### config.mk
export PLATFORM = sky130hd
export DESIGN_NAME = mef_vedacao_flat
export DESIGN_NICKNAME = d
export VERILOG_FILES = /design/src/rtl/mef_vedacao_if.sv /design/src/rtl/mef_vedacao.sv /design/src/flat_wrapper.sv
export SDC_FILE = /design/constraint.sdc
export NUM_CORES = 1
export LEC_CHECK = 0
export ABC_AREA = 1
export CORE_UTILIZATION = 40
export DETAILED_ROUTE_END_ITERATION = 10
export RECOVER_POWER = 100
export SLEW_MARGIN = 20
export SYNTH_ARGS = -nofsm -noshare
export SYNTH_HDL_FRONTEND = slang
export SYNTH_SLANG_ARGS = --single-unit
### constraint.sdc
create_clock -name clk -period 2.3 [get_ports clk]
set_input_delay 0.69 -clock clk [delete_from_list [all_inputs] [get_ports clk]]
set_output_delay 0.69 -clock clk [all_outputs]
set_load 0.005 [all_outputs]
### src/rtl/mef_vedacao_if.sv
// Handshake bundle between the main line FSM and the sealing station.
// The master drives the requests; the slave, the sealer, returns status.
interface mef_vedacao_if #(
   parameter int STOCK_W = 4
) ();
   logic               start;
   logic               pos_ve;
   logic               reabastecer;
   logic               dispensa;
   logic               prensa;
   logic               ve_done;
   logic               alarme;
   logic [STOCK_W-1:0] estoque;

   modport master (
      output start, pos_ve, reabastecer,
      input  dispensa, prensa, ve_done, alarme, estoque
   );

   modport slave (
      input  start, pos_ve, reabastecer,
      output dispensa, prensa, ve_done, alarme, estoque
   );
endinterface

### src/rtl/mef_vedacao.sv
// Sealing station FSM: dispenses one cap, holds the press for PRESS_CYCLES,
// then handshakes completion; blocks with an alarm when the magazine is empty.
module mef_vedacao #(
   parameter int PRESS_CYCLES = 4,
   parameter int STOCK_MAX    = 15,
   parameter int STOCK_W      = 4
) (
   input logic          clk,
   input logic          reset,
   mef_vedacao_if.slave vd
);
   typedef enum logic [2:0] {
      IDLE  = 3'd0,
      DISP  = 3'd1,
      PRESS = 3'd2,
      DONE  = 3'd3,
      EMPTY = 3'd4
   } state_t;

   localparam logic [STOCK_W-1:0] STOCK_FULL = STOCK_W'(STOCK_MAX);
   localparam logic [STOCK_W-1:0] STOCK_ONE  = STOCK_W'(1);
   localparam logic [STOCK_W-1:0] STOCK_NONE = {STOCK_W{1'b0}};
   localparam logic [7:0]         TIMER_LOAD = 8'(PRESS_CYCLES - 1);

   state_t             state_r;
   state_t             state_nxt_s;
   logic [7:0]         timer_r;
   logic [7:0]         timer_nxt_s;
   logic [STOCK_W-1:0] estoque_r;
   logic [STOCK_W-1:0] estoque_nxt_s;
   logic               dispensa_r;
   logic               prensa_r;
   logic               ve_done_r;
   logic               alarme_r;

   // Next-state, press timer and magazine count decode
   always_comb begin
      state_nxt_s   = state_r;
      timer_nxt_s   = timer_r;
      estoque_nxt_s = estoque_r;
      case (state_r)
         IDLE: begin
            timer_nxt_s = 8'd0;
            if (vd.reabastecer) estoque_nxt_s = STOCK_FULL;
            else                estoque_nxt_s = estoque_r;
            // A refill in the same cycle as a request counts as stock available
            if (vd.start && vd.pos_ve) begin
               if ((estoque_r != STOCK_NONE) || vd.reabastecer) state_nxt_s = DISP;
               else                                             state_nxt_s = EMPTY;
            end else begin
               state_nxt_s = IDLE;
            end
         end
         DISP: begin
            if (estoque_r != STOCK_NONE) estoque_nxt_s = estoque_r - STOCK_ONE;
            else                         estoque_nxt_s = estoque_r;
            if (vd.start) begin
               state_nxt_s = PRESS;
               timer_nxt_s = TIMER_LOAD;
            end else begin
               state_nxt_s = IDLE;
               timer_nxt_s = 8'd0;
            end
         end
         PRESS: begin
            if (!vd.start) begin
               state_nxt_s = IDLE;
               timer_nxt_s = 8'd0;
            end else if (timer_r == 8'd0) begin
               state_nxt_s = DONE;
            end else begin
               timer_nxt_s = timer_r - 8'd1;
            end
         end
         DONE: begin
            if (vd.start && vd.pos_ve) state_nxt_s = DONE;
            else                       state_nxt_s = IDLE;
         end
         EMPTY: begin
            if (vd.reabastecer) begin
               estoque_nxt_s = STOCK_FULL;
               state_nxt_s   = IDLE;
            end else if (!vd.start) begin
               state_nxt_s = IDLE;
            end else begin
               state_nxt_s = EMPTY;
            end
         end
         default: begin
            state_nxt_s = IDLE;
            timer_nxt_s = 8'd0;
         end
      endcase
   end

   // State, counters and outputs registered from the next state
   always_ff @(posedge clk or posedge reset) begin
      if (reset) begin
         state_r     <= IDLE;
         timer_r     <= 8'd0;
         estoque_r   <= STOCK_FULL;
         dispensa_r  <= 1'b0;
         prensa_r    <= 1'b0;
         ve_done_r   <= 1'b0;
         alarme_r    <= 1'b0;
      end else begin
         state_r     <= state_nxt_s;
         timer_r     <= timer_nxt_s;
         estoque_r   <= estoque_nxt_s;
         dispensa_r  <= (state_nxt_s == DISP);
         prensa_r    <= (state_nxt_s == PRESS);
         ve_done_r   <= (state_nxt_s == DONE);
         alarme_r    <= (state_nxt_s == EMPTY);
      end
   end

   assign vd.dispensa = dispensa_r;
   assign vd.prensa   = prensa_r;
   assign vd.ve_done  = ve_done_r;
   assign vd.alarme   = alarme_r;
   assign vd.estoque  = estoque_r;
endmodule

### src/flat_wrapper.sv
// flat-port wrapper written by rule: the top's interface ports become plain ports
module mef_vedacao_flat 
#(
   parameter int PRESS_CYCLES = 4,
   parameter int STOCK_MAX    = 15,
   parameter int STOCK_W      = 4
)
  (clk, reset, vd_start, vd_pos_ve, vd_reabastecer, vd_dispensa, vd_prensa, vd_ve_done, vd_alarme, vd_estoque);
  mef_vedacao_if #(.STOCK_W(STOCK_W)) vd_i ();
  input logic clk;
  input logic reset;
  input wire logic [$bits(vd_i.start)-1:0] vd_start;
  input wire logic [$bits(vd_i.pos_ve)-1:0] vd_pos_ve;
  input wire logic [$bits(vd_i.reabastecer)-1:0] vd_reabastecer;
  output wire logic [$bits(vd_i.dispensa)-1:0] vd_dispensa;
  output wire logic [$bits(vd_i.prensa)-1:0] vd_prensa;
  output wire logic [$bits(vd_i.ve_done)-1:0] vd_ve_done;
  output wire logic [$bits(vd_i.alarme)-1:0] vd_alarme;
  output wire logic [$bits(vd_i.estoque)-1:0] vd_estoque;
  assign vd_i.start = vd_start;
  assign vd_i.pos_ve = vd_pos_ve;
  assign vd_i.reabastecer = vd_reabastecer;
  assign vd_dispensa = vd_i.dispensa;
  assign vd_prensa = vd_i.prensa;
  assign vd_ve_done = vd_i.ve_done;
  assign vd_alarme = vd_i.alarme;
  assign vd_estoque = vd_i.estoque;
  mef_vedacao #(.PRESS_CYCLES(PRESS_CYCLES), .STOCK_MAX(STOCK_MAX), .STOCK_W(STOCK_W)) u_core (.clk(clk), .reset(reset), .vd(vd_i));
endmodule
Word-level counts from Yosys, hierarchy flattened
Cells that the tools add are included.
Word-level totals
  register bits after elaboration: 19
  output and inout bits: 8
Cells by class
  add/sub/neg operators: 2
  eq/ne operators: 11
  mux-type cells: 16
  bitwise gates (word level): 1
  reductions and logical operators: 10
Operators by type and width (count)
  one-hot mux 8 bit (3 select lines): 1
  two-way mux 3 bit: 6
  two-way mux 8 bit: 2
  one-hot mux 3 bit (5 select lines): 1
  == test 3 x 2 -> 1 bit (second input constant): 4
  logical NOT 8 bit: 1
  two-way mux 4 bit: 2
  one-hot mux 4 bit (2 select lines): 1
  subtractor 8 x 1 -> 8 bit (second input constant): 1
  == test 3 x 1 -> 1 bit (second input constant): 2
  == test 3 bit (second input constant): 2
  two-way mux 2 bit: 3
  != test 2 x 1 -> 1 bit (second input constant): 2
  nonzero test 4 bit: 1
  OR reduction 2 bit: 2
  subtractor 4 x 1 -> 4 bit (second input constant): 1
  logical NOT 3 bit: 1
  != test 3 bit (second input constant): 1
  AND reduction 3 bit: 1
  AND reduction 2 bit: 1
  nonzero test 2 bit: 1
  logical AND 1 bit: 1
  logical OR 1 bit: 1
  inverter 1 bit: 1

Longest topological paths before layout
  depth after elaboration: 6
  mapped depth: 9
  mapped depth without buffers: 9

Least setup slack after synthesis
OpenSTA, ideal clock, no wires.
  kind: reg-to-reg
  start: register u_core.timer_r[0]
  end: register u_core.timer_r[3]
  data arrival time: 1243 ps
  required time: 2179 ps
  setup slack: 936 ps
  stages on the path, launching flop included: 9
  buffers on the path: 1
  period minus slack after synthesis: 1364 ps
  path through: dfrtp_1 -> inv_1 -> ha_1 -> nand3_1 -> nor2_2 -> a21oi_4 -> buf_6 -> nand3_1 -> o21ai_1
On the way
  word-level cells in the longest chain between the ends: 4
Ends and longest elaborated chain
  from (decl): line mef_vedacao.sv:27  | logic [7:0] timer_r;
  from (signal assigned): line mef_vedacao.sv:108  | timer_r <= timer_nxt_s;
  subtractor 8 x 1 -> 8 bit: line mef_vedacao.sv:72  | timer_nxt_s = timer_r - 8'd1;
  two-way mux 8 bit: line mef_vedacao.sv:69  | end else if (timer_r == 8'd0) begin
  two-way mux 8 bit: line mef_vedacao.sv:66  | if (!vd.start) begin
  one-hot mux 8 bit (3 select lines): line mef_vedacao.sv:41  | case (state_r)
Several ways; a longest one is shown, not always the timed one. The select of a mux whose other input is x is not followed.
A chain may end at the register's enable or synchronous reset.

Worst setup path after layout
  start: register u_core.estoque_r[2] (netlist: u_core.vd.estoque[2])
  end: output port vd_estoque[2]
RTL lines
  from (decl): line mef_vedacao.sv:29  | logic [STOCK_W-1:0] estoque_r;
  from (signal assigned): line mef_vedacao.sv:109  | estoque_r <= estoque_nxt_s;
  to (decl): line flat_wrapper.sv:19  | output wire logic [$bits(vd_i.estoque)-1:0] vd_estoque;
No word-level cell between the ends.

==> metrics.csv <==
metric;value;unit
Buf+Inv Stages, Crit Path;1;
Clk Latency, worst-skew pair;290;ps
R2R Setup Slk;610;ps
Reg2Reg Depth;8;
Hold Path Origin;u_core.vd.estoque[0];
Setup crit end kind;output port;
routed via count;945;
crit-path cells;clkdlybuf4s50_1;
number of enable flip-flop cells after synthesis;0;
gpl congestion;0.882;
sequential share of power;35.3;%
IO Port Bufs;12;
max incr delay on CP;590;ps
die area;3050;um2
LEAKAGE;0.692;nW
Clock Sinks;19;
Rows;18;
Least-Margin Pin Slew;1010;ps
Max-Slew Margin vs Limit;32.9;%
DR pass1 iterations;4;
Core Area;2570;um2
combinational power share;53.8;%
Pwr Density;1170;nW/um2
postcts setup bufs;0;
mean post-synth cell area;7.86;um2
post_cts resized;0;
synth-to-layout area growth;14.5;%
starting density of the core;44.1;%
layout cells sized above 1;10.6;%
CTS clk-pin slew, worst paths;110;ps
Crit Path Class;flip-flop to output port;
final slew viol count;0;
CTS root buf;clkbuf_4;
TNS Setup;0;ps
Critical Path Start;u_core.vd.estoque[2];
ANT nets after route;0;
Die W;55.2;um
Synth Flop Type;dfrtp_1;
Final Setup Violations;0;
total of max-cap violations;0;
largest net degree at the start of global routing;20;
Max IR drop VDD;0.000567;V
IO Count;13;
WP data arrival;1400;ps
Iter 0 DRT Violations;24;
required time worst endpoint;1610;ps
Core Util, Final;50.5;%
Hold Fails Final Rpt;0;
switching part of the total;45.3;%
Synth Register Bits;19;
synthesized area;1130;um2
Via density;4.95;
CP Launch Type;flip-flop;
FF-to-FF Start;u_core.timer_r[0];
slowest cell on the critical path;dfstp_1;
CTS tree;built;
WL final;2230;um
fin area;1300;um2
first-pass GRT wire length;4060;um
RSZ-0062 raised after global routing;false;
async set or reset register ratio after synthesis;100;%
clock buffer count from CTS;3;
Switch Pwr;0.685;mW
Max Fclk;0.478;GHz
syn_nets;153;
Cell Area, Placed;1290;um2
die height;55.2;um
RR Endpoint;u_core.timer_r[6];
number of global-route vias before repair;967;
Yosys cell types;23;
DRC Markers;0;
GR Overflow Total;0;
hold slack;520;ps
worst setup path end;vd_estoque[2];
worst-path maximum fanout;4;
WL/cell;11.7;um
Post-CTS Hold Buffers;0;
CTS H-tree lvls;1;
Clk pwr share;10.9;%
Worst Skew;8.09;ps
Top delay family on crit path;flip-flops;
P_int;0.826;mW
initial antenna violation count;0;
register area share after synthesis;42.4;%
min-delay worst type;flip-flop to flip-flop;
detailed placer's ending HPWL;1780;um
synth warn;0;
fin crit share;90.9;%
Final Critical Period;2090;ps
CTS Buffer Depth;2;
Total GRT Usage;16.8;%
final net count;171;
n_diodes;0;
run status;completed;
critical path depth;1;
cells after synthesis;144;
[power groups by stage]
stage	sequential (mW)	combinational (mW)	clock, mW
floorplan	0.534	0.640	0
global placement	0.542	0.845	0
detailed placement	0.546	0.859	0
CTS	0.541	0.863	0.177
global route	0.548	0.942	0.186
finish	0.533	0.813	0.165
[Yosys cell counts (3+ instances only)]
library cell,n,area share [%]
ha_1,4,4.4
nand2_1,28,9.3
nand3_1,15,6.6
nor2_1,16,5.3
nand4_1,5,2.8
dfrtp_1,15,33
dfstp_2,4,9.3
xor2_1,4,3.1
o21ai_2,3,2.3
o21ai_1,9,4.0
inv_1,21,7.0
inv_2,5,1.7
[flip-flops by register name, summed over array words and instances, names as in the netlist]
register,cells
u_core.state_r,3
u_core.vd.alarme,1
u_core.vd.ve_done,1
u_core.vd.estoque,4
u_core.vd.dispensa,1
u_core.vd.prensa,1
u_core.timer_r,8
[layout by cell type, fill, tap and decap left out, drive strengths merged]
master	instances
nand2	30
inv	26
nor2	20
nand3	16
dfrtp	15
o21ai	13
dlygate4sd3	7
nand4	5
clkdlybuf4s50	5
clkbuf	5
xor2	4
ha	4
dfstp	4
o32ai	2
a21oi	1
nor3	1
a31oi	1
a22oi	1
clkinv	1
[stage by stage]
stage,instances,worst slack [ps],total power [mW]
final,191,210,1.51
after global placement,187,337,1.39
after global routing,191,139,1.68
after floorplan,144,936,1.17
after CTS,191,229,1.58
after detailed placement,187,306,1.40
[layout make-up]
class | instances | area, um2
Tap cell | 30 | 37.5
Clock buffer | 3 | 22.5
Inverter | 26 | 97.6
Timing Repair Buffer | 14 | 128
Multi-Input combinational cell | 98 | 526
Sequential cell | 19 | 480
Fill cell | 255 | 1270
Clock inverter | 1 | 5.00
[per-layer routing]
layer / vias to the layer above / wire length [um] / GRT usage, %
li1: 496 / - / -
met1: 434 / 1090 / 20.8
met2: 11 / 1040 / 28.7
met3: 4 / 70 / 3.28
met4: 0 / 23 / 6.43
met5: - / 0 / 0
[worst min path at each step]
stage / end / cells past startpoint
3_3_place_gp: u_core.vd.estoque[0] / 2
4_1_cts: u_core.vd.estoque[0] / 2
6_report: u_core.vd.estoque[0] / 2
3_5_place_dp: u_core.vd.estoque[0] / 2
5_1_grt: u_core.vd.estoque[0] / 2
2_1_floorplan: u_core.timer_r[7] / 2
[cells by family after synthesis]
logic type               after synthesis  synth area share, %
AO/OA/AOI/OAI                         18                 10.9
XOR/XNOR                               4                 3.09
adder cells (fa/ha/maj)                4                 4.42
buffers and inverters                 27                 9.61
flip-flops                            19                 42.4
AND/OR/NAND/NOR                       72                 29.5
(Power assumes the default switching activity.)
